[src/rtl/stepper_driver.sv]
// Single-motor stepper sequencer: walks PhysicalPosition one 45-degree step at a
// time toward DesiredPosition by the shorter way round, with a settle gap after every pulse.
module stepper_driver #(
  parameter int                     State_width  = 3,
  parameter int                     SettleCycles = 3,
  parameter logic [State_width-1:0] HomePosition = '0
) (
  input  logic                   clk,
  input  logic                   reset,
  input  logic                   Enable,
  input  logic [State_width-1:0] DesiredPosition,
  output logic [State_width-1:0] PhysicalPosition,
  output logic                   StepCW,
  output logic                   StepCCW,
  output logic                   Busy,
  output logic                   AtTarget,
  output logic [7:0]             StepCount
);

  typedef enum logic [1:0] {
    IDLE   = 2'b00,
    STEP   = 2'b01,
    SETTLE = 2'b10
  } state_t;

  localparam logic [3:0]             SETTLE_LOAD = 4'(SettleCycles);
  localparam logic [State_width-1:0] POS_ONE     = 1;
  localparam logic [State_width-1:0] HALF_TURN   = POS_ONE << (State_width - 1);

  state_t                 state_q, state_d;
  logic                   dir_cw_q, dir_cw_d;
  logic [State_width-1:0] phys_q, phys_d;
  logic [7:0]             count_q, count_d;
  logic [3:0]             settle_q, settle_d;
  logic [State_width-1:0] diff;

  // Modular distance to target; half a turn or less is reached fastest clockwise.
  assign diff = DesiredPosition - phys_q;

  always_ff @(posedge clk) begin
    if (!reset) begin
      state_q  <= IDLE;
      dir_cw_q <= 1'b1;
      phys_q   <= HomePosition;
      count_q  <= 8'd0;
      settle_q <= 4'd0;
    end else begin
      state_q  <= state_d;
      dir_cw_q <= dir_cw_d;
      phys_q   <= phys_d;
      count_q  <= count_d;
      settle_q <= settle_d;
    end
  end

  always_comb begin
    state_d  = state_q;
    dir_cw_d = dir_cw_q;
    phys_d   = phys_q;
    count_d  = count_q;
    settle_d = settle_q;
    case (state_q)
      IDLE: begin
        if (Enable && (diff != '0)) begin
          dir_cw_d = (diff <= HALF_TURN);
          state_d  = STEP;
        end
      end
      STEP: begin
        phys_d   = dir_cw_q ? (phys_q + POS_ONE) : (phys_q - POS_ONE);
        count_d  = count_q + 8'd1;
        settle_d = SETTLE_LOAD;
        state_d  = SETTLE;
      end
      SETTLE: begin
        settle_d = settle_q - 4'd1;
        // A zero load would otherwise wrap to 15; treat it as a single settle cycle.
        if (settle_q <= 4'd1) begin
          settle_d = 4'd0;
          state_d  = IDLE;
        end
      end
      default: state_d = IDLE;
    endcase
  end

  assign PhysicalPosition = phys_q;
  assign StepCount        = count_q;
  assign StepCW           = (state_q == STEP) &&  dir_cw_q;
  assign StepCCW          = (state_q == STEP) && !dir_cw_q;
  assign Busy             = (state_q != IDLE);
  assign AtTarget         = (state_q == IDLE) && (phys_q == DesiredPosition);

endmodule

[config.mk]
export PLATFORM = sky130hd
export DESIGN_NAME = stepper_driver
export DESIGN_NICKNAME = d
export VERILOG_FILES = /design/src/rtl/stepper_driver.sv
export SDC_FILE = /design/constraint.sdc
export NUM_CORES = 1
export LEC_CHECK = 0
export ABC_AREA = 1
export ABC_CLOCK_PERIOD_IN_PS = 2300
export CORE_UTILIZATION = 49
export DETAILED_ROUTE_END_ITERATION = 12
export HOLD_SLACK_MARGIN = 0.12
export PLACE_DENSITY = 0.74
export SYNTH_ARGS = -nofsm -noshare
export SYNTH_HDL_FRONTEND = slang
export SYNTH_SLANG_ARGS = --single-unit
[constraint.sdc]
create_clock -name clk -period 2.3 [get_ports clk]
set_clock_uncertainty 0.2 [all_clocks]
set_input_delay 0.575 -clock clk [delete_from_list [all_inputs] [get_ports clk]]
set_output_delay 0.575 -clock clk [all_outputs]
set_load 0.01 [all_outputs]
==> flow_metrics.py <==
metrics = {
    "place": {
        "placed_area_um2": 1290,
        "portBuffers": 20,
        "gp_congestion": 0.750,
        "hpwlAfterDp_um": 1550,
        "place_ws_ps": -603,
    },
    "power_and_ir_drop": {
        "p_total_mw": 0.941,
        "max-vdd-ir-drop_v": 0.000362,
        "powerDensity_nw_per_um2": 695,
        "p_leak_nw": 0.602,
    },
    "synthesis": {
        "syn_nets": 150,
        "synth-seq-cells": 18,
        "syn-cell-area_um2": 1020,
        "synth_area_per_cell_um2": 7.63,
        "synth_edf_count": 0,
        "synthArstFlopShare_pct": 0,
        "syn-instance-count": 134,
        "synthTopCellsByCount": "inv_1, nand2_1, dfxtp_1, a21oi_1",
        "yosysMostFrequentCell": "inv_1",
        "synthTopCellsByArea": "dfxtp_1, ha_1, inv_1, nand2_1, a21oi_1",
        "ys_types": 26,
        "synthFlopType": "dfxtp_1",
        "synth.top_cell.area_share_pct": 35.3,
        "yosysWarnings": 0,
        "synth_seq_area_share_pct": 35.3,
        "synth_top_cell_by_area": "dfxtp_1",
    },
    "global_routing": {
        "grt_pass1_wl_um": 3120,
        "first_global_vias": 770,
        "overflow": 0,
        "grt_max_degree": 11,
        "gr-usage-all-layers_pct": 20.1,
        "antenna_found_initial": 0,
    },
    "sta": {
        "max_slew_margin_pct": 80.5,
        "tightestPinTransition_ps": 290,
        "fin_crit_sh_pct": 94.0,
        "setup_viol": 0,
        "setup_tns_ps": 0,
        "setup_ws_ps": 139,
        "max_clock_freq_mhz": 463,
        "finalMaxSlewViolations": 0,
        "hold_viol": 0,
        "fin_crit_ps": 2160,
        "rsz0062_at_grt": "no",
    },
    "route": {
        "routed_wl_um": 2140,
        "num_vias": 954,
        "ant_nets": 0,
        "route.detailed.drc": 0,
        "first_pass_iters": 4,
        "wl_per_cell_um": 11.3,
        "drt_iter0_markers": 20,
        "avgViaCountPerCell": 5.05,
    },
    "clock_network": {
        "clock-sinks": 18,
        "clkLatencyLatePin_ps": 300,
        "cts_root_buf": "clkbuf_4",
        "h-tree-depth": 1,
        "cts_made_buffers": 3,
        "cts_tree": "built",
        "cts_buffer_depth": 2,
        "path_clk_slew_ps": 100,
    },
    "run_status": {
        "status": "finished, final reports clean",
    },
    "hold_path": {
        "hold_path_class": "register to register",
        "hold_depth": 1,
        "hold_path_end": "StepCount[7]$_SDFFE_PN0N_",
        "min_from": "StepCount[7]$_SDFFE_PN0N_",
    },
    "setup_path": {
        "timing.rr.start": "PhysicalPosition[0]$_SDFFE_PN0N_",
        "r2r_slack_ps": 510,
        "r2r_cells": 6,
        "worstPathArrival_ps": 1390,
        "cp.required_ps": 1520,
        "criticalPathCategory": "input port to output port",
        "worstSetupEndpointType": "output port",
        "crit_fanout": 2,
        "startpoint_type": "input port",
        "reg2reg_to": "PhysicalPosition[2]$_SDFFE_PN0N_",
    },
    "finish": {
        "final_nets": 179,
        "final_layout_size_suffix_gt1_share_pct": 20.4,
        "final_util_pct": 69.0,
        "diodes": 0,
        "syn2layout_area_growth_pct": 32.4,
        "design_area_um2": 1350,
    },
    "floorplanning": {
        "io_pins": 21,
        "die_h_um": 47.7,
        "coreArea_um2": 1960,
        "rows": 16,
        "start_util_pct": 52.1,
        "die_area_um2": 2270,
        "chipWidth_um": 47.7,
    },
    "job": {
        "drv_cap": 0,
    },
}
placed cells by master (no fill, tap or decap), types with 2 or more instances in the layout:
cell type,instances
dfxtp_1,17
dlygate4sd2_1,4
nor2_2,2
a21oi_1,12
clkbuf_4,3
ha_1,7
a211oi_1,4
nand2_2,7
inv_2,3
a21oi_2,2
nand3_2,2
clkdlybuf4s50_1,13
nor2_1,9
ha_4,2
o21ai_0,7
nand3_1,3
o21ai_1,3
dlymetal6s2s_1,2
buf_4,6
inv_1,20
nor3_1,3
nand2_1,19
worst max-delay path by stage:
stage | startpoint | end | cells after the start
CTS | DesiredPosition[1] | AtTarget | 5
floorplan | DesiredPosition[1] | AtTarget | 3
finish | DesiredPosition[0] | AtTarget | 6
global placement | DesiredPosition[0] | AtTarget | 6
detailed placement | DesiredPosition[0] | AtTarget | 6
global route | state_q[0]$_SDFFE_PN0P_ | AtTarget | 5
repair_timing:
item | in CTS | in global routing
setup buffers | 0 | 0
hold buffers | 0 | 0
pin swaps | 4 | 0
endpoints found under the setup margin | 4 | 1
resized for setup | 13 | 4
per-layer routing:
metal | GRT usage [%] | wire length [um] | vias up | part of all wire (%)
li1 | - | - | 491 | -
met1 | 22.9 | 905 | 433 | 42
met2 | 36.2 | 1110 | 25 | 52
met3 | 4.53 | 87 | 5 | 4.1
met4 | 8.33 | 38 | 0 | 1.8
met5 | 0 | 0 | - | 0
critical path, cell delays in order:
cell	delay (ps)
dlygate4sd2_1	190
inv_1	40
ha_1	260
nand2_1	70
nor3_2	110
buf_2	150
stage by stage:
step / hold WS [ps] / std cells
3_3_place_gp: 239 / 185
4_1_cts: 264 / 189
5_1_grt: 302 / 189
2_1_floorplan: 265 / 134
6_report: 259 / 189
3_5_place_dp: 246 / 185
power by group:
group | internal, mW | leakage (nW) | switching (mW)
Sequential | 0.351 | 0.148 | 0.0262
Combinational | 0.160 | 0.433 | 0.203
Clock | 0.0967 | 0.0210 | 0.106
Total | 0.607 | 0.602 | 0.335
cells by family (layout without fill, tap and decap cells):
logic type	after synthesis	count (layout)	share of synthesized area, %
AOI/OAI and AO/OA	30	30	17.4
xor gates and xnor gates	1	1	0.857
adders and majority gates	10	10	13.0
buffers and inverters	26	54	10.0
DFF	18	18	35.3
and+or+nand+nor	49	49	23.5
state kept, by name, summed over array words and instances (netlist names):
register	count
StepCount	8
PhysicalPosition	3
settle_q	4
dir_cw_q	1
state_q	2
final cells by class:
class	count	area, um2
Fill cell	186	608
Timing Repair Buffer	26	240
Tap cell	27	33.8
Clock buffer	4	36.3
Inverter	24	90.1
Sequential cell	18	364
Multi-Input combinational cell	90	589
Power figures use the tool's default switching activity.
==> variant (config.mk and constraints unchanged) <==
Reset style: asynchronous (`reset`), changed in one clocked block.
--- a/src/rtl/stepper_driver.sv
+++ b/src/rtl/stepper_driver.sv
@@ -37,7 +37,7 @@
   // Modular distance to target; half a turn or less is reached fastest clockwise.
   assign diff = DesiredPosition - phys_q;
 
-  always_ff @(posedge clk) begin
+  always_ff @(posedge clk or negedge reset) begin
     if (!reset) begin
       state_q  <= IDLE;
       dir_cw_q <= 1'b1;
Check against the original RTL: differs if reset is asserted again (counterexample within 4 cycles, from zero or initial values and one cycle with reset low); with reset held inactive, the same outputs for 10 cycles.
==> variant against the unedited design <==
Count of clock-buffer cells in the layout unchanged. Largest cell class unchanged. Worst setup slack worse by 0.039 ns. Critical path depth down 1. Routed wire length fell by 7.5%. Sequential cell count did not move. Global-route usage is 0.65 points lower. Synthesized area is 4.4% higher. Synthesized cell count decreased by 12%. Critical path type is now reg2out. Sequential share of layout area increased by 4.2 points. Final area increased by 7.4%. Final cell count shrank 5.3%.
Power is not compared: it rests on default switching activity, and its combinational part moved more than twofold at a synthesized area within 25%.
==> variant: results (changes against the unedited design) <==
[status]
status = completed  ; unchanged

[synth]
synth.top_cells.by_area = sky130_fd_sc_hd__dfrtp_1, sky130_fd_sc_hd__ha_1, sky130_fd_sc_hd__nand2_1  ; was sky130_fd_sc_hd__dfxtp_1, sky130_fd_sc_hd__ha_1, sky130_fd_sc_hd__inv_1
synth-async-reset-ratio_pct = 100  ; was 0%
synth-seq-area-share_pct = 42.3  ; was 35.3%
post-synth-top-area-fraction_pct = 39.9  ; was 35.3%
synth.cells.most_frequent = sky130_fd_sc_hd__nand2_1, sky130_fd_sc_hd__inv_1, sky130_fd_sc_hd__dfrtp_1  ; was sky130_fd_sc_hd__inv_1, sky130_fd_sc_hd__nand2_1, sky130_fd_sc_hd__dfxtp_1
netlist-cell-type-count = 23  ; was 26
postSynth.topFlopCell = sky130_fd_sc_hd__dfrtp_1  ; was sky130_fd_sc_hd__dfxtp_1
synthesis.nets = 134  ; was 150

[critical_path]
setup.worst_path.end = Busy  ; was AtTarget
critical_path.reg2reg.startpoint = PhysicalPosition[1]  ; was PhysicalPosition[0]
crit_fanout = 3  ; was 2
worstReg2RegEnd = state_q[0]  ; was PhysicalPosition[2]
arrival_worst_endpoint_ns = 1.43  ; was 1.39 ns
critical_path.max_stage_delay_ns = 0.39  ; was 0.26 ns
r2r.worst_path.cells = 11  ; was 6
crit_path_start = state_q[0]  ; was DesiredPosition[0]
setup.reg_to_reg.worst_slack_ns = 0.54  ; was 0.51 ns

[timing]
hold_ws_ns = 0.283  ; was 0.259 ns
maxClockFrequency_mhz = 454  ; was 463 MHz
transition_time_of_the_tightest_slew_check_pin_ns = 0.344  ; was 0.290 ns

[cells_and_area]
nFlopsAndLatches = 18  ; unchanged
inverters = 21  ; was 24
nNonClkBuffers = 31  ; was 26
num-fill-cells = 139  ; was 186
fraction_of_area_in_multi_input_gates_pct = 39.2  ; was 43.5%
area.sequential_sq_um = 452  ; was 364 sq um
multi_input_cells = 78  ; was 90
sh_seq_area_pct = 31.1  ; was 26.9%
clk_share_pct = 2.50  ; was 2.68%
area_share_nonclk_buffers_pct = 19.4  ; was 17.7%
drive_above_1_share_pct = 23.0  ; was 20.4%

[place]
detailedPlacementHpwl_um = 1540  ; was 1550 um
final_wtd_congestion = 0.755  ; was 0.750
pre_cts_slack_ns = -0.591  ; was -0.603 ns
place_area_sq_um = 1350  ; was 1290 sq um

[detailed_routing]
routed_wirelength_normalized_by_instance_count_um = 11.1  ; was 11.3 um
route.vias.total = 851  ; was 954
initialDrtViolationCount = 5  ; was 20
totalWireLength_um = 1980  ; was 2140 um

[global_route]
grt_pass1_vias = 843  ; was 770
grt_first_pass_wirelength_um = 3530  ; was 3120 um
global_route.usage.total_pct = 19.5  ; was 20.1%
pin_count_of_the_biggest_net_entering_global_routing = 19  ; was 11

[worst_hold_path]
worst_hold_path.endpoint = StepCount[7]  ; unchanged
startpoint_of_the_worst_hold_path = StepCount[7]  ; unchanged

==> variant: changes by cell type in the layout (fill, tap and decap cells not counted), moves of 3 or more <==
cell                       unedited run  this run
sky130_fd_sc_hd__a211oi_1             4         0
sky130_fd_sc_hd__a21oi_1             12         6
sky130_fd_sc_hd__buf_4                6        11
sky130_fd_sc_hd__dfrtp_1              0        17
sky130_fd_sc_hd__dfxtp_1             17         0
sky130_fd_sc_hd__nand2_1             19        26
sky130_fd_sc_hd__nor2_1               9         3
sky130_fd_sc_hd__nor3_1               3         0
sky130_fd_sc_hd__o21ai_1              3         0
sky130_fd_sc_hd__xor2_1               0         8
==> variant: worst max-delay path, delay by kind of cell, from the launching register on <==
| kind | cells | cell delay [ns] |
|---|---|---|
| adders and majority gates | 1 | 0.15 |
| buffers and inverters | 4 | 0.60 |
| DFF | 1 | 0.39 |
==> variant: cell families after synthesis <==
| family | after synthesis | synth area share, % |
|---|---|---|
| AO/OA/AOI/OAI | 12 | 5.86 |
| XOR/XNOR | 10 | 8.21 |
| adder cells (fa/ha/maj) | 10 | 12.4 |
| buffers and inverters | 22 | 8.44 |
| flip-flops | 18 | 42.3 |
| AND/OR/NAND/NOR | 46 | 22.7 |
==> variant: per-layer routing <==
metal | GRT usage (%) | wire, um
met1 | 23.9 | 881
met2 | 33.3 | 998
met3 | 5.97 | 84
met4 | 4.41 | 14
met5 | 0 | 0
==> variant: power groups by stage <==
stage	combinational [uW]	clock, uW	sequential [uW]
after floorplan	510	0	572
after global placement	892	0	538
after detailed placement	936	0	544
after CTS	964	202	532
after global routing	1140	213	548
final	1010	194	531
==> variant: repair_timing <==
item,in CTS,in global routing
pin swaps,1,3
cloned,0,0
endpoints found under the setup margin,4,2
setup buffers,2,1
gates resized for setup,11,8
hold buffers,0,0
